### src/rtl/imem_loader.sv
// imem_loader: UART bootloader that receives a framed program image and
// writes it word by word into instruction memory, holding the CPU in reset
// while a load is in progress or after a failed one.
//
// Frame: 0xA5 sync, word count N, 4*N data bytes (little-endian), XOR checksum.
//
// Load FSM states
//   state    | meaning
//   LD_IDLE  | waiting for sync byte; CPU released
//   LD_COUNT | sync seen, waiting for word count
//   LD_DATA  | assembling data bytes into words and writing them
//   LD_CHECK | all words written, waiting for checksum byte
//   LD_ERR   | load failed; CPU held until a new sync byte
//
// Receiver states
//   state    | meaning
//   RX_IDLE  | line idle, watching for a falling edge
//   RX_START | confirming the start bit at its centre
//   RX_DATA  | sampling 8 data bits, LSB first
//   RX_STOP  | sampling the stop bit
module imem_loader #(
    parameter int CLKS_PER_BIT = 1085,
    parameter int MAX_WORDS    = 64
) (
    input  logic        sysclk,
    input  logic        reset,
    input  logic        rx,
    output logic        imem_we,
    output logic [7:0]  imem_addr,
    output logic [31:0] imem_wdata,
    output logic        cpu_hold,
    output logic        load_done,
    output logic        load_err
);

    localparam int CNT_W   = $clog2(CLKS_PER_BIT + 1);
    localparam int HALF_M1 = (CLKS_PER_BIT / 2 > 0) ? (CLKS_PER_BIT / 2 - 1) : 0;
    localparam logic [CNT_W-1:0] BIT_RELOAD  = CNT_W'(CLKS_PER_BIT - 1);
    localparam logic [CNT_W-1:0] HALF_RELOAD = CNT_W'(HALF_M1);
    localparam logic [7:0] SYNC_BYTE = 8'hA5;
    localparam logic [7:0] MAX_N     = 8'(MAX_WORDS);

    typedef enum logic [1:0] {RX_IDLE, RX_START, RX_DATA, RX_STOP} rx_state_t;
    typedef enum logic [2:0] {LD_IDLE, LD_COUNT, LD_DATA, LD_CHECK, LD_ERR} ld_state_t;

    // Synchronizer plus a delayed copy for edge detection. All three reset
    // low, so after reset the line must be seen high before a falling edge
    // can start a frame.
    logic rx_meta_q, rx_sync_q, rx_prev_q;

    rx_state_t        rx_state_q, rx_state_d;
    logic [CNT_W-1:0] rx_cnt_q, rx_cnt_d;
    logic [2:0]       rx_bit_q, rx_bit_d;
    logic [7:0]       rx_shift_q, rx_shift_d;
    logic             rx_done_q, rx_done_d;
    logic             rx_ferr_q, rx_ferr_d;
    logic [7:0]       rx_byte_q, rx_byte_d;

    ld_state_t   ld_state_q, ld_state_d;
    logic [7:0]  count_q, count_d;
    logic [6:0]  word_idx_q, word_idx_d;
    logic [1:0]  byte_sel_q, byte_sel_d;
    logic [23:0] asm_q, asm_d;
    logic [7:0]  csum_q, csum_d;
    logic        we_q, we_d;
    logic [7:0]  addr_q, addr_d;
    logic [31:0] wdata_q, wdata_d;
    logic        hold_q, hold_d;
    logic        done_q, done_d;
    logic        err_q, err_d;

    logic byte_ok, byte_bad, start_load, fail_load, last_word;

    // Two-flop synchronizer and edge-detect history for rx.
    always_ff @(posedge sysclk or negedge reset) begin
        if (!reset) begin
            rx_meta_q <= 1'b0;
            rx_sync_q <= 1'b0;
            rx_prev_q <= 1'b0;
        end else begin
            rx_meta_q <= rx;
            rx_sync_q <= rx_meta_q;
            rx_prev_q <= rx_sync_q;
        end
    end

    // Receiver state and datapath registers.
    always_ff @(posedge sysclk or negedge reset) begin
        if (!reset) begin
            rx_state_q <= RX_IDLE;
            rx_cnt_q   <= '0;
            rx_bit_q   <= '0;
            rx_shift_q <= '0;
            rx_done_q  <= 1'b0;
            rx_ferr_q  <= 1'b0;
            rx_byte_q  <= '0;
        end else begin
            rx_state_q <= rx_state_d;
            rx_cnt_q   <= rx_cnt_d;
            rx_bit_q   <= rx_bit_d;
            rx_shift_q <= rx_shift_d;
            rx_done_q  <= rx_done_d;
            rx_ferr_q  <= rx_ferr_d;
            rx_byte_q  <= rx_byte_d;
        end
    end

    // Receiver next state: down-counter reaches zero at each sample point.
    always_comb begin
        rx_state_d = rx_state_q;
        rx_cnt_d   = rx_cnt_q;
        rx_bit_d   = rx_bit_q;
        rx_shift_d = rx_shift_q;
        rx_done_d  = 1'b0;
        rx_ferr_d  = 1'b0;
        rx_byte_d  = rx_byte_q;
        case (rx_state_q)
            RX_IDLE: begin
                if (rx_prev_q && !rx_sync_q) begin
                    rx_state_d = RX_START;
                    rx_cnt_d   = HALF_RELOAD;
                end
            end
            RX_START: begin
                if (rx_cnt_q == '0) begin
                    if (!rx_sync_q) begin
                        rx_state_d = RX_DATA;
                        rx_cnt_d   = BIT_RELOAD;
                        rx_bit_d   = '0;
                    end else begin
                        rx_state_d = RX_IDLE;
                    end
                end else begin
                    rx_cnt_d = rx_cnt_q - 1'b1;
                end
            end
            RX_DATA: begin
                if (rx_cnt_q == '0) begin
                    rx_shift_d = {rx_sync_q, rx_shift_q[7:1]};
                    rx_cnt_d   = BIT_RELOAD;
                    if (rx_bit_q == 3'd7) begin
                        rx_state_d = RX_STOP;
                    end else begin
                        rx_bit_d = rx_bit_q + 3'd1;
                    end
                end else begin
                    rx_cnt_d = rx_cnt_q - 1'b1;
                end
            end
            RX_STOP: begin
                if (rx_cnt_q == '0) begin
                    rx_done_d  = 1'b1;
                    rx_ferr_d  = !rx_sync_q;
                    rx_byte_d  = rx_shift_q;
                    rx_state_d = RX_IDLE;
                end else begin
                    rx_cnt_d = rx_cnt_q - 1'b1;
                end
            end
            default: rx_state_d = RX_IDLE;
        endcase
    end

    assign byte_ok   = rx_done_q && !rx_ferr_q;
    assign byte_bad  = rx_done_q && rx_ferr_q;
    assign last_word = (({1'b0, word_idx_q} + 8'd1) == count_q);

    // Load FSM state and output registers.
    always_ff @(posedge sysclk or negedge reset) begin
        if (!reset) begin
            ld_state_q <= LD_IDLE;
            count_q    <= '0;
            word_idx_q <= '0;
            byte_sel_q <= '0;
            asm_q      <= '0;
            csum_q     <= '0;
            we_q       <= 1'b0;
            addr_q     <= '0;
            wdata_q    <= '0;
            hold_q     <= 1'b0;
            done_q     <= 1'b0;
            err_q      <= 1'b0;
        end else begin
            ld_state_q <= ld_state_d;
            count_q    <= count_d;
            word_idx_q <= word_idx_d;
            byte_sel_q <= byte_sel_d;
            asm_q      <= asm_d;
            csum_q     <= csum_d;
            we_q       <= we_d;
            addr_q     <= addr_d;
            wdata_q    <= wdata_d;
            hold_q     <= hold_d;
            done_q     <= done_d;
            err_q      <= err_d;
        end
    end

    // Load FSM next state; sync restart and failure are applied after the
    // case so IDLE/ERR and the three load states share one path each.
    always_comb begin
        ld_state_d = ld_state_q;
        count_d    = count_q;
        word_idx_d = word_idx_q;
        byte_sel_d = byte_sel_q;
        asm_d      = asm_q;
        csum_d     = csum_q;
        we_d       = 1'b0;
        addr_d     = addr_q;
        wdata_d    = wdata_q;
        hold_d     = hold_q;
        done_d     = done_q;
        err_d      = err_q;
        start_load = 1'b0;
        fail_load  = 1'b0;
        case (ld_state_q)
            LD_IDLE, LD_ERR: begin
                if (byte_ok && rx_byte_q == SYNC_BYTE) begin
                    start_load = 1'b1;
                end
            end
            LD_COUNT: begin
                if (byte_bad) begin
                    fail_load = 1'b1;
                end else if (byte_ok) begin
                    count_d = rx_byte_q;
                    if (rx_byte_q == 8'd0 || rx_byte_q > MAX_N) begin
                        fail_load = 1'b1;
                    end else begin
                        ld_state_d = LD_DATA;
                    end
                end
            end
            LD_DATA: begin
                if (byte_bad) begin
                    fail_load = 1'b1;
                end else if (byte_ok) begin
                    csum_d = csum_q ^ rx_byte_q;
                    if (byte_sel_q == 2'd3) begin
                        we_d       = 1'b1;
                        addr_d     = {word_idx_q[5:0], 2'b00};
                        wdata_d    = {rx_byte_q, asm_q};
                        word_idx_d = word_idx_q + 7'd1;
                        byte_sel_d = 2'd0;
                        if (last_word) begin
                            ld_state_d = LD_CHECK;
                        end
                    end else begin
                        asm_d      = {rx_byte_q, asm_q[23:8]};
                        byte_sel_d = byte_sel_q + 2'd1;
                    end
                end
            end
            LD_CHECK: begin
                if (byte_bad) begin
                    fail_load = 1'b1;
                end else if (byte_ok) begin
                    if (rx_byte_q == csum_q) begin
                        ld_state_d = LD_IDLE;
                        done_d     = 1'b1;
                        hold_d     = 1'b0;
                    end else begin
                        fail_load = 1'b1;
                    end
                end
            end
            default: ld_state_d = LD_IDLE;
        endcase

        if (start_load) begin
            ld_state_d = LD_COUNT;
            hold_d     = 1'b1;
            done_d     = 1'b0;
            err_d      = 1'b0;
            csum_d     = '0;
            word_idx_d = '0;
            byte_sel_d = '0;
        end
        if (fail_load) begin
            ld_state_d = LD_ERR;
            hold_d     = 1'b1;
            done_d     = 1'b0;
            err_d      = 1'b1;
        end
    end

    assign imem_we    = we_q;
    assign imem_addr  = addr_q;
    assign imem_wdata = wdata_q;
    assign cpu_hold   = hold_q;
    assign load_done  = done_q;
    assign load_err   = err_q;

endmodule
### config.mk
export PLATFORM = sky130hd
export DESIGN_NAME = imem_loader
export DESIGN_NICKNAME = d
export VERILOG_FILES = /design/src/rtl/imem_loader.sv
export SDC_FILE = /design/constraint.sdc
export NUM_CORES = 1
export LEC_CHECK = 0
export ABC_AREA = 1
export BUFFER_PORTS_ARGS = -buffer_cell sky130_fd_sc_hd__buf_2
export CAP_MARGIN = 0
export CORE_AREA = 2 2 112 114
export CTS_CLUSTER_SIZE = 16
export DETAILED_ROUTE_END_ITERATION = 12
export DIE_AREA = 0 0 114 116
export HOLD_SLACK_MARGIN = 0.05
export PLACE_DENSITY_LB_ADDON = 0.08
export SYNTH_ARGS = -nofsm -noshare
export SYNTH_HDL_FRONTEND = slang
export SYNTH_SLANG_ARGS = --single-unit
### constraint.sdc
create_clock -name sysclk -period 2.85 [get_ports sysclk]
set_input_delay 0.4275 -clock sysclk [delete_from_list [all_inputs] [get_ports sysclk]]
set_output_delay 0.4275 -clock sysclk [all_outputs]
set_load 0.01 [all_outputs]
==> results of run 1 <==
worst reg2reg max path, stage by stage (launching register included):
cell and delay [ns]:
sky130_fd_sc_hd__dfrtp_1 0.37, sky130_fd_sc_hd__inv_1 0.05, sky130_fd_sc_hd__or2_1 0.31, sky130_fd_sc_hd__inv_1 0.14, sky130_fd_sc_hd__nand3_2 0.09, sky130_fd_sc_hd__buf_4 0.53
sky130_fd_sc_hd__nand2_1 0.31, sky130_fd_sc_hd__o21ai_0 0.21
sequential cells by signal, summed over array words and instances, names as in the netlist, 2 cells and up, named ones only:
register    cells
word_idx_q      7
imem_addr       6
asm_q          24
rx_cnt_q       11
imem_wdata     32
rx_shift_q      8
ld_state_q      3
csum_q          8
byte_sel_q      2
rx_byte_q       8
rx_bit_q        3
count_q         8
cell usage in the layout (no fill, tap or decap), types with 4 or more instances in the layout:
master	count
sky130_fd_sc_hd__o22ai_1	7
sky130_fd_sc_hd__bufinv_16	4
sky130_fd_sc_hd__inv_2	4
sky130_fd_sc_hd__clkinvlp_4	4
sky130_fd_sc_hd__nor3_1	4
sky130_fd_sc_hd__o21ai_0	88
sky130_fd_sc_hd__nor2_1	34
sky130_fd_sc_hd__xor2_1	6
sky130_fd_sc_hd__ha_1	10
sky130_fd_sc_hd__nand2_1	196
sky130_fd_sc_hd__inv_1	71
sky130_fd_sc_hd__a21oi_1	12
sky130_fd_sc_hd__nand3_1	18
sky130_fd_sc_hd__buf_2	43
sky130_fd_sc_hd__nand4_1	12
sky130_fd_sc_hd__buf_4	6
sky130_fd_sc_hd__clkbuf_16	17
sky130_fd_sc_hd__dfrtp_1	131
sky130_fd_sc_hd__xnor2_1	6
sky130_fd_sc_hd__o31ai_2	4
sky130_fd_sc_hd__mux2_2	8
metrics by stage:
stage                     power (W)  cells  util, %  instance area (sq um)  worst slack [ns]
after floorplan             0.00241    659        -                   5850              1.14
after detailed placement    0.00257    835     52.1                   6210             0.750
after global routing        0.00506    867     57.5                   6850             0.532
final                       0.00485    867     57.5                   6850             0.757
after CTS                   0.00489    867     57.5                   6850             0.741
after global placement      0.00256    835     52.1                   6210             0.813
layer usage:
metal / up-vias / routed length [microns] / track usage (%) / part of all wire (%)
met5: - / 0 / 0 / 0
met4: 0 / 210 / 8.70 / 1.8
met3: 19 / 632 / 5.02 / 5.3
met2: 93 / 5310 / 31.1 / 45
met1: 2047 / 5670 / 26.0 / 48
li1: 2226 / - / - / -
final cells by class:
type | instances | area, sq um | share of cell area (%)
Clock inverter | 13 | 183 | 2.67
Sequential cell | 131 | 3280 | 47.9
Multi-Input combinational cell | 430 | 2170 | 31.7
Timing Repair Buffer | 50 | 280 | 4.09
Tap cell | 147 | 184 | 2.69
Inverter | 77 | 297 | 4.33
Clock buffer | 19 | 453 | 6.62
path summary, 6_finish.rpt:
path | start | end | cells after the start
max | rx_done_q | word_idx_q[1] | 7
min | reset | imem_wdata[5] | 1
max reg2reg | rx_done_q | word_idx_q[1] | 7
min reg2reg | rx_meta_q | rx_sync_q | 0
max in group asynchronous | reset | imem_addr[5] | 2
min in group sysclk | rx | rx_meta_q | 1
logic make-up (layout without fill, tap and decap cells):
logic type               count (synthesis)  after routing  synth area share, %
AND/OR/NAND/NOR                        281            281                 20.5
AO/OA/AOI/OAI                          117            117                 11.0
flip-flops                             131            131                 56.1
multiplexers                             8              8                 1.54
buffers and inverters                   98            159                 6.90
XOR/XNOR                                12             12                 1.80
other                                    1              2               0.0642
adder cells (fa/ha/maj)                 10             10                 2.14
where the power goes:
group | switching (W) | internal [W]
Sequential | 0.0000476 | 0.00193
Combinational | 0.000379 | 0.000181
Clock | 0.000803 | 0.00151
==> impl_summary.log, run 1 <==
[metrics] biggest area consumer among synthesized cells: sky130_fd_sc_hd__dfrtp_1
[metrics] wire length of the first global-routing pass: 20200 microns
[metrics] max-slew violation total from the final report: 0
[metrics] endpoints failing setup: 0
[metrics] post-layout net count: 720
[metrics] CTS hold repair buffers: 0
[metrics] number of placement rows: 40
[metrics] Worst Path Class, Setup: flop to flop
[metrics] number of gates resized after CTS: 0
[metrics] total clock buffers created by CTS: 17
[metrics] WP buf/inv: 3
[metrics] worst relative slew slack: 55.2%
[metrics] weighted congestion reported at the end of routability-driven placement: 0.857
[metrics] required time at the worst-slack endpoint: 3.18 ns
[metrics] insertion delay of the later-clocked pin in the worst-skew pair: 0.42 ns
[metrics] total iterations of the first detailed-routing run: 4
[metrics] CTS tree: yes
[metrics] Avg Vias per Cell: 5.06
[metrics] number of clock sinks: 131
[metrics] number of buffers inserted by post-CTS setup repair: 0
[metrics] cell count after synthesis: 658
[metrics] Starting Density: 49.1%
[metrics] maxcap violations: 0
[metrics] Synth Register Bits: 131
[metrics] maximum fanout encountered on the critical timing path: 73
[metrics] Synth-to-Final Area Change: 17.2%
[metrics] CTS Buffer Depth: 2
[metrics] Total GRT Usage: 19.7%
[metrics] class of the worst hold path: input pin to asynchronous set/reset pin
[metrics] crit path launch type: flop
[metrics] DRT iter0 DRCs: 204
[metrics] Period Utilization, post-route: 73.4%
[metrics] global route total overflow: 0
[metrics] most frequent cell after synthesis: sky130_fd_sc_hd__nand2_1
[metrics] final routed DRC violation total: 0
[metrics] Post-synth top flop: sky130_fd_sc_hd__dfrtp_1
[metrics] Floorplan Core Area: 11900 sq um
[metrics] maximum number of pins on one net before global-route repair: 74
[metrics] number of hold violations in the final report: 0
[metrics] Top cell by count, worst path: sky130_fd_sc_hd__inv_1
[metrics] per-instance average area after synthesis: 8.88 sq um
[metrics] largest stage delay on the critical path: 0.53 ns
[metrics] number of global-route vias before repair: 4284
[metrics] arrival time reported for the critical path endpoint: 2.43 ns
[metrics] fraction of the yosys area taken by sequential cells: 56.1%
[metrics] top-area cell type share of the netlist area: 56.1%
[metrics] Fin Hold WS: 0.0200 ns
[metrics] sort of element at the end of the critical path: flop
[metrics] initial antenna violation count: 0
[metrics] Post-synth top cells: sky130_fd_sc_hd__nand2_1, sky130_fd_sc_hd__dfrtp_1, sky130_fd_sc_hd__o21ai_0
[metrics] Die Ht: 116 microns
[metrics] Die X-Extent: 114 microns
[metrics] Final min period: 2.09 ns
[metrics] standby leakage power: 3.49 nW
[metrics] clock transition at the registers of the reported paths: 0.06 ns
[metrics] maximum operating frequency: 478 MHz
[metrics] final setup TNS: 0 ns
[metrics] count of unique library cells instantiated by Yosys: 40
[metrics] fillers: 1054
[metrics] final routed wire length divided by cell count: 13.6 microns
[metrics] CP delay by family, top: buffers and inverters
[metrics] number of enable-type register cells in the synthesized netlist: 0
[metrics] reg2reg setup slack: 0.76 ns
[metrics] Worst Skew: 0.00711 ns
[metrics] layout cell share with drive strength beyond 1: 15.4%
[metrics] number of antenna-violating nets in the routed design: 0
[metrics] Synth area leaders: sky130_fd_sc_hd__dfrtp_1, sky130_fd_sc_hd__nand2_1, sky130_fd_sc_hd__o21ai_0
[metrics] setup repair after global routing missed its margin: no
[metrics] post-detailed-routing wire length: 11800 microns
[metrics] slowest cell on the critical path: sky130_fd_sc_hd__buf_4
[metrics] via count: 4385
[metrics] Port Buffers: 44
[metrics] top-level I/O count: 47
[metrics] root buf cell: sky130_fd_sc_hd__clkbuf_16
[metrics] level count of the clock H-tree: 4
[metrics] share of flip-flops with an asynchronous set or reset: 100%
[metrics] maximum VDD drop: 0.000475 V
[metrics] Yosys warning count: 0
[metrics] pin slew with the least headroom to its limit: 0.672 ns
[metrics] ordered cell list for the critical path: inv_1 -> or2_1 -> inv_1 -> nand3_2 -> buf_4 -> nand2_1 -> o21ai_0
[metrics] netlist area before placement: 5840 sq um
[metrics] die area: 13200 sq um
[metrics] number of diodes added for antenna fixing: 0
[metrics] run status: complete, no violations
[metrics] Power Density: 708 nW/um^2
[metrics] post-detail-place hpwl: 8120 microns
No activity file was read; power rests on OpenSTA's default activity.
==> inputs of run 2 (changes only) <==
--- a/config.mk
+++ b/config.mk
@@ -5,13 +5,13 @@
 export SDC_FILE = /design/constraint.sdc
 export NUM_CORES = 1
 export LEC_CHECK = 0
-export ABC_AREA = 1
+export ABC_AREA = 0
 export BUFFER_PORTS_ARGS = -buffer_cell sky130_fd_sc_hd__buf_2
 export CAP_MARGIN = 0
-export CORE_AREA = 2 2 112 114
+export CORE_AREA = 2 2 113 115
 export CTS_CLUSTER_SIZE = 16
 export DETAILED_ROUTE_END_ITERATION = 12
-export DIE_AREA = 0 0 114 116
+export DIE_AREA = 0 0 115 117
 export HOLD_SLACK_MARGIN = 0.05
 export PLACE_DENSITY_LB_ADDON = 0.08
 export SYNTH_ARGS = -nofsm -noshare
==> constraint.sdc (replaced) <==
create_clock -name sysclk -period 2.1 [get_ports sysclk]
set_input_delay 0.315 -clock sysclk [delete_from_list [all_inputs] [get_ports sysclk]]
set_output_delay 0.315 -clock sysclk [all_outputs]
set_load 0.01 [all_outputs]
==> run 2 against run 1 <==
Compared with the run above: the flow now finishes with violations (negative setup slack); power grew 47%; maximum frequency decreased by 7.1%; clock-buffer cell count up 2; final area grew 10%; via count is 2.0% lower; hold slack better by 0.33 ns; non-clock buffer count increased by 67; first-iteration DRC count rose by 14%; critical path type unchanged; largest power group is now registers.
==> impl_summary.log, run 2 <==
[metrics] global route total overflow: 0 (unchanged)
[metrics] root buf cell: sky130_fd_sc_hd__clkbuf_16 (unchanged)
[metrics] maximum fanout encountered on the critical timing path: 5 (was 73)
[metrics] endpoints failing setup: 23 (was 0)
[metrics] per-instance average area after synthesis: 11.2 sq um (was 8.88 sq um)
[metrics] power consumption: 0.00713 W (was 0.00485 W)
[metrics] part of the power in the clock network: 37.5% (was 47.6%)
[metrics] number of antenna-violating nets in the routed design: 0 (unchanged)
[metrics] CTS tree: yes (unchanged)
[metrics] fraction of the yosys area taken by sequential cells: 55.1% (was 56.1%)
[metrics] die area: 13500 sq um (was 13200 sq um)
[metrics] maximum VDD drop: 0.000911 V (was 0.000475 V)
[metrics] total clock buffers created by CTS: 17 (unchanged)
[metrics] most frequent cell after synthesis: sky130_fd_sc_hd__dfrtp_1 (was sky130_fd_sc_hd__nand2_1)
[metrics] switching share of power: 28.0% (was 25.4%)
[metrics] Die Ht: 117 microns (was 116 microns)
[metrics] final routed wire length divided by cell count: 15.8 microns (was 13.6 microns)
[metrics] Worst Skew: 0.00662 ns (was 0.00711 ns)
[metrics] class of the worst hold path: flop to flop (was input pin to asynchronous set/reset pin)
[metrics] Die X-Extent: 115 microns (was 114 microns)
[metrics] weighted congestion reported at the end of routability-driven placement: 0.871 (was 0.857)
[metrics] DRT iter0 DRCs: 232 (was 204)
[metrics] violated checks: negative setup slack
[metrics] maximum operating frequency: 444 MHz (was 478 MHz)
[metrics] portion of total power attributed to sequential cells: 38.0% (was 40.8%)
[metrics] top-area cell type share of the netlist area: 55.1% (was 56.1%)
[metrics] run status: finished with violations (was complete, no violations)
[metrics] Port Buffers: 44 (unchanged)
[metrics] ordered cell list for the critical path: inv_2 -> ha_4 -> or4b_4 -> or4_4 -> a21oi_4 -> or2_4 -> o21ai_2 -> a32o_1 (was inv_1 -> or2_1 -> inv_1 -> nand3_2 -> buf_4 -> nand2_1 -> o21ai_0)
[metrics] Floorplan Core Area: 12300 sq um (was 11900 sq um)
[metrics] cell area after layout: 7540 sq um (was 6850 sq um)
[metrics] Final min period: 2.25 ns (was 2.09 ns)
[metrics] sort of element at the end of the critical path: flop (unchanged)
[metrics] standby leakage power: 3.90 nW (was 3.49 nW)
[metrics] CP delay by family, top: simple AND/OR/NAND/NOR gates (was buffers and inverters)
[metrics] Post-synth top flop: sky130_fd_sc_hd__dfrtp_1 (unchanged)
[metrics] biggest area consumer among synthesized cells: sky130_fd_sc_hd__dfrtp_1 (unchanged)
[metrics] leading cell type in the layout, fill and taps excluded: sky130_fd_sc_hd__dfrtp_1 (was sky130_fd_sc_hd__nand2_1)
[metrics] number of diodes added for antenna fixing: 0 (unchanged)
[metrics] insertion delay of the later-clocked pin in the worst-skew pair: 0.42 ns (about the same)
[metrics] max reg flops: 32 (unchanged)
[metrics] number of clock sinks: 131 (unchanged)
[metrics] number of placement rows: 41 (was 40)
[metrics] Total GRT Usage: 20.5% (was 19.7%)
[metrics] final worst setup slack: -0.154 ns (was 0.757 ns)
[metrics] worst relative slew slack: 49.9% (was 55.2%)
[metrics] cell count after synthesis: 530 (was 658)
[metrics] post-layout net count: 651 (was 720)
[metrics] utilization of the core after routing: 61.2% (was 57.5%)
[metrics] net switching power of the design: 0.00200 W (was 0.00123 W)
[metrics] Yosys warning count: 0 (unchanged)
[metrics] fillers: 1013 (was 1054)
[metrics] largest stage delay on the critical path: 0.48 ns (was 0.53 ns)
[metrics] placed cell areas: 6710 sq um (was 6210 sq um)
[metrics] setup repair after global routing missed its margin: yes (was no)
[metrics] final setup TNS: -1.26 ns (was 0 ns)
[metrics] post-detail-place hpwl: 8700 microns (was 8120 microns)
[metrics] maximum number of pins on one net before global-route repair: 47 (was 74)
[metrics] arrival time reported for the critical path endpoint: 2.56 ns (was 2.43 ns)
[metrics] highest-count cells in the layout ignoring fill and taps: sky130_fd_sc_hd__dfrtp_1, sky130_fd_sc_hd__nand2_1, sky130_fd_sc_hd__mux2_2, sky130_fd_sc_hd__buf_4, sky130_fd_sc_hd__buf_2 (was sky130_fd_sc_hd__nand2_1, sky130_fd_sc_hd__dfrtp_1, sky130_fd_sc_hd__o21ai_0, sky130_fd_sc_hd__inv_1, sky130_fd_sc_hd__buf_2)
[metrics] Synth Register Bits: 131 (unchanged)
[metrics] count of unique library cells instantiated by Yosys: 58 (was 40)
[metrics] pin slew with the least headroom to its limit: 0.744 ns (was 0.672 ns)
[metrics] max-slew violation total from the final report: 0 (unchanged)
[metrics] WP buf/inv: 1 (was 3)
[metrics] post-detailed-routing wire length: 12600 microns (was 11800 microns)
[metrics] Power Density: 947 nW/um^2 (was 708 nW/um^2)
[metrics] cell internal pwr: 0.00513 W (was 0.00362 W)
[metrics] required time at the worst-slack endpoint: 2.40 ns (was 3.18 ns)
[metrics] netlist area before placement: 5950 sq um (was 5840 sq um)
[metrics] slowest cell on the critical path: sky130_fd_sc_hd__or4_4 (was sky130_fd_sc_hd__buf_4)
[metrics] share of flip-flops with an asynchronous set or reset: 100% (unchanged)
[metrics] layout cell share with drive strength beyond 1: 39.3% (was 15.4%)
[metrics] Avg Vias per Cell: 5.39 (was 5.06)
[metrics] number of enable-type register cells in the synthesized netlist: 0 (unchanged)
[metrics] Fin Hold WS: 0.348 ns (was 0.0200 ns)
[metrics] Period Utilization, post-route: 107% (was 73.4%)
[metrics] initial antenna violation count: 0 (unchanged)
[metrics] total iterations of the first detailed-routing run: 4 (unchanged)
[metrics] maxcap violations: 0 (unchanged)
[metrics] number of hold violations in the final report: 0 (unchanged)
[metrics] top-level I/O count: 47 (unchanged)
[metrics] crit path launch type: flop (unchanged)
[metrics] Starting Density: 48.3% (was 49.1%)
[metrics] Synth area leaders: sky130_fd_sc_hd__dfrtp_1, sky130_fd_sc_hd__mux2_2, sky130_fd_sc_hd__nand2_1 (was sky130_fd_sc_hd__dfrtp_1, sky130_fd_sc_hd__nand2_1, sky130_fd_sc_hd__o21ai_0)
[metrics] Post-synth top cells: sky130_fd_sc_hd__dfrtp_1, sky130_fd_sc_hd__nand2_1, sky130_fd_sc_hd__mux2_2 (was sky130_fd_sc_hd__nand2_1, sky130_fd_sc_hd__dfrtp_1, sky130_fd_sc_hd__o21ai_0)
[metrics] via count: 4299 (was 4385)
[metrics] level count of the clock H-tree: 4 (unchanged)
[metrics] clock transition at the registers of the reported paths: 0.06 ns (about the same)
[metrics] CTS Buffer Depth: 2 (unchanged)
[metrics] number of global-route vias before repair: 4228 (was 4284)
[metrics] wire length of the first global-routing pass: 21100 microns (was 20200 microns)
[metrics] final routed DRC violation total: 0 (unchanged)
[metrics] combinational group share of total power: 24.5% (was 11.5%)
[metrics] Synth-to-Final Area Change: 26.7% (was 17.2%)
[metrics] Worst Path Class, Setup: flop to flop (unchanged)
run 2: changes by cell type after synthesis, sizes merged, moves of 10 or more:
cell and delta:
nand2 -110, mux2 +66, inv -65, o21ai -61, nor2 -14, nand3 -11, nand4 -10
run 2: through the flow:
step                      setup slack, ns  instances
after floorplan                    -0.149        531
after global placement             -0.147        751
after detailed placement           -0.194        751
after CTS                          -0.129        796
after global routing               -0.223        797
final                              -0.154        797
run 2: cells by family (layout without fill, tap and decap cells):
family	after synthesis	in the layout	share of synthesized area (%)
compound gates	83	83	8.98
xor+xnor	20	20	2.94
fa+ha+maj	10	10	2.10
buf+inv	41	157	2.99
flops	131	131	55.1
mux	75	75	14.2
other cells	1	2	0.0630
simple gates	169	169	13.6
run 2: final timing paths:
path / cells after the start / to / slack (ns) / from
min reg2reg: 0 / rx_sync_q / 0.35 / rx_meta_q
min in group asynchronous: 2 / imem_we / 0.45 / reset
max in group asynchronous: 3 / rx_state_q[0] / 0.96 / reset
max: 8 / rx_cnt_q[7] / -0.15 / rx_cnt_q[0]
max reg2reg: 8 / rx_cnt_q[7] / -0.15 / rx_cnt_q[0]
min: 0 / rx_sync_q / 0.35 / rx_meta_q
run 2: area by class of cell:
class	count	area, sq um	share of cell area [%]
Inverter	12	45.0	0.598
Sequential cell	131	3280	43.5
Clock inverter	7	60.1	0.797
Multi-Input combinational cell	359	2640	35.0
Tap cell	150	188	2.49
Clock buffer	21	470	6.24
Timing Repair Buffer	117	856	11.4
run 2: per-layer routing:
metal / part of all wire (%) / wire, microns / up-vias / global-route usage, %
met2: 49 / 6230 / 87 / 32.7
met4: 2.2 / 272 / 0 / 9.16
met5: 0 / 0 / - / 0
met1: 45 / 5680 / 2121 / 26.5
li1: - / - / 2068 / -
met3: 3.3 / 417 / 23 / 5.46
run 2: worst register-to-register path, cell delays in order, from the launching register on:
cell and delay (ns):
sky130_fd_sc_hd__dfrtp_1 0.39, sky130_fd_sc_hd__inv_2 0.09, sky130_fd_sc_hd__ha_4 0.12, sky130_fd_sc_hd__or4b_4 0.47, sky130_fd_sc_hd__or4_4 0.48, sky130_fd_sc_hd__a21oi_4 0.16, sky130_fd_sc_hd__or2_4 0.17, sky130_fd_sc_hd__o21ai_2 0.06
sky130_fd_sc_hd__a32o_1 0.21
run 2: power by group through the flow:
stage / clock network (W) / registers (W) / logic (W)
floorplan: 0 / 0.00274 / 0.000789
global placement: 0 / 0.00274 / 0.00123
detailed placement: 0 / 0.00274 / 0.00126
CTS: 0.00274 / 0.00270 / 0.00160
global route: 0.00284 / 0.00272 / 0.00191
finish: 0.00267 / 0.00271 / 0.00175
run 2: repair_timing:
action                                  in CTS  in global routing
endpoints found under the hold margin       43                  0
resized for setup                           20                 19
hold buffers                                 2                  0
endpoints found under the setup margin      31                 38
pin swaps                                    6                 10
setup buffers                               16                  1
==> inputs of run 3 (changes only) <==
--- a/config.mk
+++ b/config.mk
@@ -14,6 +14,7 @@
 export DIE_AREA = 0 0 115 117
 export HOLD_SLACK_MARGIN = 0.05
 export PLACE_DENSITY_LB_ADDON = 0.08
+export SETUP_SLACK_MARGIN = 0.1
 export SYNTH_ARGS = -nofsm -noshare
 export SYNTH_HDL_FRONTEND = slang
 export SYNTH_SLANG_ARGS = --single-unit
==> run 3 against run 2 <==
Compared with the run above: the run still ends with negative setup slack left; sequential power barely moved; final cell count shrank 0.88%; hold slack improved by 0.0032 ns; sequential cell count unchanged; clock-buffer cell count did not move; first-iteration DRC count up 4.3%; combinational power fell by 9.7%; core utilization fell by 0.091 points; die area is the same; register-to-register slack lost 0.07 ns.
==> impl_summary.log, run 3 (same netlist as run 2, synthesis figures left out) <==
[metrics] die area: 13500 sq um (unchanged)
[metrics] global route total overflow: 0 (unchanged)
[metrics] maximum VDD drop: 0.000793 V (was 0.000911 V)
[metrics] top-level I/O count: 47 (unchanged)
[metrics] sort of element at the end of the critical path: flop (unchanged)
[metrics] maximum fanout encountered on the critical timing path: 5 (unchanged)
[metrics] Placed Cells incl. Taps: 749 (was 751)
[metrics] Total GRT Usage: 20.5% (about the same)
[metrics] via count: 4240 (was 4299)
[metrics] Final min period: 2.32 ns (was 2.25 ns)
[metrics] number of cells on the worst reg-to-reg path: 8 (unchanged)
[metrics] Floorplan Core Area: 12300 sq um (unchanged)
[metrics] maxcap violations: 0 (unchanged)
[metrics] power consumption: 0.00695 W (was 0.00713 W)
[metrics] leading cell type in the layout, fill and taps excluded: sky130_fd_sc_hd__dfrtp_1 (unchanged)
[metrics] Final Non-Filler Cells: 790 (was 797)
[metrics] setup repair after global routing missed its margin: yes (unchanged)
[metrics] standby leakage power: 3.85 nW (was 3.90 nW)
[metrics] Power Density: 924 nW/um^2 (was 947 nW/um^2)
[metrics] Avg Vias per Cell: 5.37 (was 5.39)
[metrics] Starting Density: 48.3% (unchanged)
[metrics] final routed wire length divided by cell count: 16.1 microns (was 15.8 microns)
[metrics] number of hold violations in the final report: 0 (unchanged)
[metrics] number of antenna-violating nets in the routed design: 0 (unchanged)
[metrics] run status: finished with violations (unchanged)
[metrics] endpoints failing setup: 31 (was 23)
[metrics] worst setup path end: rx_cnt_q[7] (unchanged)
[metrics] class of the worst hold path: flop to flop (unchanged)
[metrics] number of clock sinks: 131 (unchanged)
[metrics] total area of sequential cells: 3280 sq um (unchanged)
[metrics] max reg flops: 32 (unchanged)
[metrics] r2r endpoint: rx_cnt_q[7] (unchanged)
[metrics] Die X-Extent: 115 microns (unchanged)
[metrics] fillers: 1010 (was 1013)
[metrics] final routed DRC violation total: 0 (unchanged)
[metrics] arrival time reported for the critical path endpoint: 2.61 ns (was 2.56 ns)
[metrics] crit path launch type: flop (unchanged)
[metrics] maximum operating frequency: 431 MHz (was 444 MHz)
[metrics] total clock buffers created by CTS: 17 (unchanged)
[metrics] insertion delay of the later-clocked pin in the worst-skew pair: 0.41 ns (was 0.42 ns)
[metrics] post-layout net count: 640 (was 651)
[metrics] total iterations of the first detailed-routing run: 4 (unchanged)
[metrics] placed cell areas: 6700 sq um (was 6710 sq um)
[metrics] Period Utilization, post-route: 111% (was 107%)
[metrics] CTS Buffer Depth: 2 (unchanged)
[metrics] root buf cell: sky130_fd_sc_hd__clkbuf_16 (unchanged)
[metrics] weighted congestion reported at the end of routability-driven placement: 0.811 (was 0.871)
[metrics] cell area after layout: 7520 sq um (was 7540 sq um)
[metrics] area of the multi-input gates: 2700 sq um (was 2640 sq um)
[metrics] CTS tree: yes (unchanged)
[metrics] max-slew violation total from the final report: 0 (unchanged)
[metrics] reg2reg setup slack: -0.22 ns (was -0.15 ns)
[metrics] post-detailed-routing wire length: 12700 microns (was 12600 microns)
[metrics] number of placement rows: 41 (unchanged)
[metrics] maximum number of pins on one net before global-route repair: 38 (was 47)
[metrics] Worst Path Class, Setup: flop to flop (unchanged)
[metrics] worst relative slew slack: 38.9% (was 49.9%)
[metrics] pin slew with the least headroom to its limit: 0.906 ns (was 0.744 ns)
[metrics] layout cell share with drive strength beyond 1: 39.2% (was 39.3%)
[metrics] Synth-to-Final Area Change: 26.5% (was 26.7%)
[metrics] number of global-route vias before repair: 4264 (was 4228)
[metrics] Port Buffers: 44 (unchanged)
[metrics] worst setup path start: rx_cnt_q[0] (unchanged)
[metrics] Die Ht: 117 microns (unchanged)
[metrics] wire length of the first global-routing pass: 21100 microns (about the same)
[metrics] initial antenna violation count: 0 (unchanged)
[metrics] final worst setup slack: -0.223 ns (was -0.154 ns)
[metrics] highest-count cells in the layout ignoring fill and taps: sky130_fd_sc_hd__dfrtp_1, sky130_fd_sc_hd__nand2_1, sky130_fd_sc_hd__mux2_2, sky130_fd_sc_hd__buf_4, sky130_fd_sc_hd__buf_2 (unchanged)
[metrics] level count of the clock H-tree: 4 (unchanged)
[metrics] clock transition at the registers of the reported paths: 0.05 ns (was 0.06 ns)
[metrics] number of diodes added for antenna fixing: 0 (unchanged)
[metrics] violated checks: negative setup slack (unchanged)
[metrics] launch point of the worst reg-to-reg path: rx_cnt_q[0] (unchanged)
[metrics] Worst Skew: 0.00749 ns (was 0.00662 ns)
[metrics] DRT iter0 DRCs: 242 (was 232)
[metrics] post-detail-place hpwl: 8490 microns (was 8700 microns)
[metrics] required time at the worst-slack endpoint: 2.39 ns (was 2.40 ns)
run 3: changes by cell type in the layout (fill, tap and decap cells not counted), sizes merged:
cell,change
buf,-11
clkinvlp,+3
clkinv,+1
run 3: report_power, final:
part | internal (W) | total [W] | switching [W]
registers | 0.00263 | 0.00270 | 0.0000692
logic | 0.000704 | 0.00158 | 0.000879
clock network | 0.00164 | 0.00267 | 0.00103
run 3: area by class of cell:
type                       count  share of cell area [%]
timing repair buffer         106                    10.3
multi-input combinational    359                    35.9
clock buffer                  21                    5.99
inverter                      12                   0.599
clock inverter                11                    1.16
tap                          150                    2.49
sequential                   131                    43.6
run 3: routing by layer:
metal,wire [microns],global-route usage [%]
met5,0,0
met4,234,7.95
met3,425,6.13
met2,6390,33.5
met1,5690,25.7
run 3: how the worst min path moves through the flow:
stage	startpoint	to	slack, ns	cells after the start
after detailed placement	reset	word_idx_q[5]	0.33	1
after global routing	rx_meta_q	rx_sync_q	0.36	0
after CTS	rx_meta_q	rx_sync_q	0.35	0
after floorplan	reset	asynchronous set/reset pin	0.02	0
after global placement	reset	count_q[3]	0.32	1
final	rx_meta_q	rx_sync_q	0.35	0
run 3: repair_timing:
action,4_1_cts,5_1_grt
hold buffers,2,0
resized for setup,23,27
pin swaps,11,11
endpoints found under the setup margin,35,75
hold endpoints to repair,35,0
buffers inserted,4,4
run 3: worst max-delay path: stages, from the launching register on:
cell                      delay (ns)
sky130_fd_sc_hd__dfrtp_1        0.39
sky130_fd_sc_hd__inv_2          0.08
sky130_fd_sc_hd__ha_4           0.13
sky130_fd_sc_hd__or4b_4         0.47
sky130_fd_sc_hd__or4_4          0.47
sky130_fd_sc_hd__a21oi_4        0.18
sky130_fd_sc_hd__or2_4          0.18
sky130_fd_sc_hd__o21ai_2        0.06
sky130_fd_sc_hd__a32o_1         0.23
run 3: through the flow:
| stage | TNS, ns | utilization, % | worst slack [ns] | hold slack [ns] |
|---|---|---|---|---|
| after floorplan | -1.76 | - | -0.149 | 0.0194 |
| after global placement | -3.84 | 54.4 | -0.209 | 0.316 |
| after detailed placement | -5.16 | 54.4 | -0.255 | 0.328 |
| after CTS | -4.76 | 60.0 | -0.273 | 0.349 |
| after global routing | -5.69 | 61.1 | -0.294 | 0.355 |
| final | -3.16 | 61.1 | -0.223 | 0.352 |
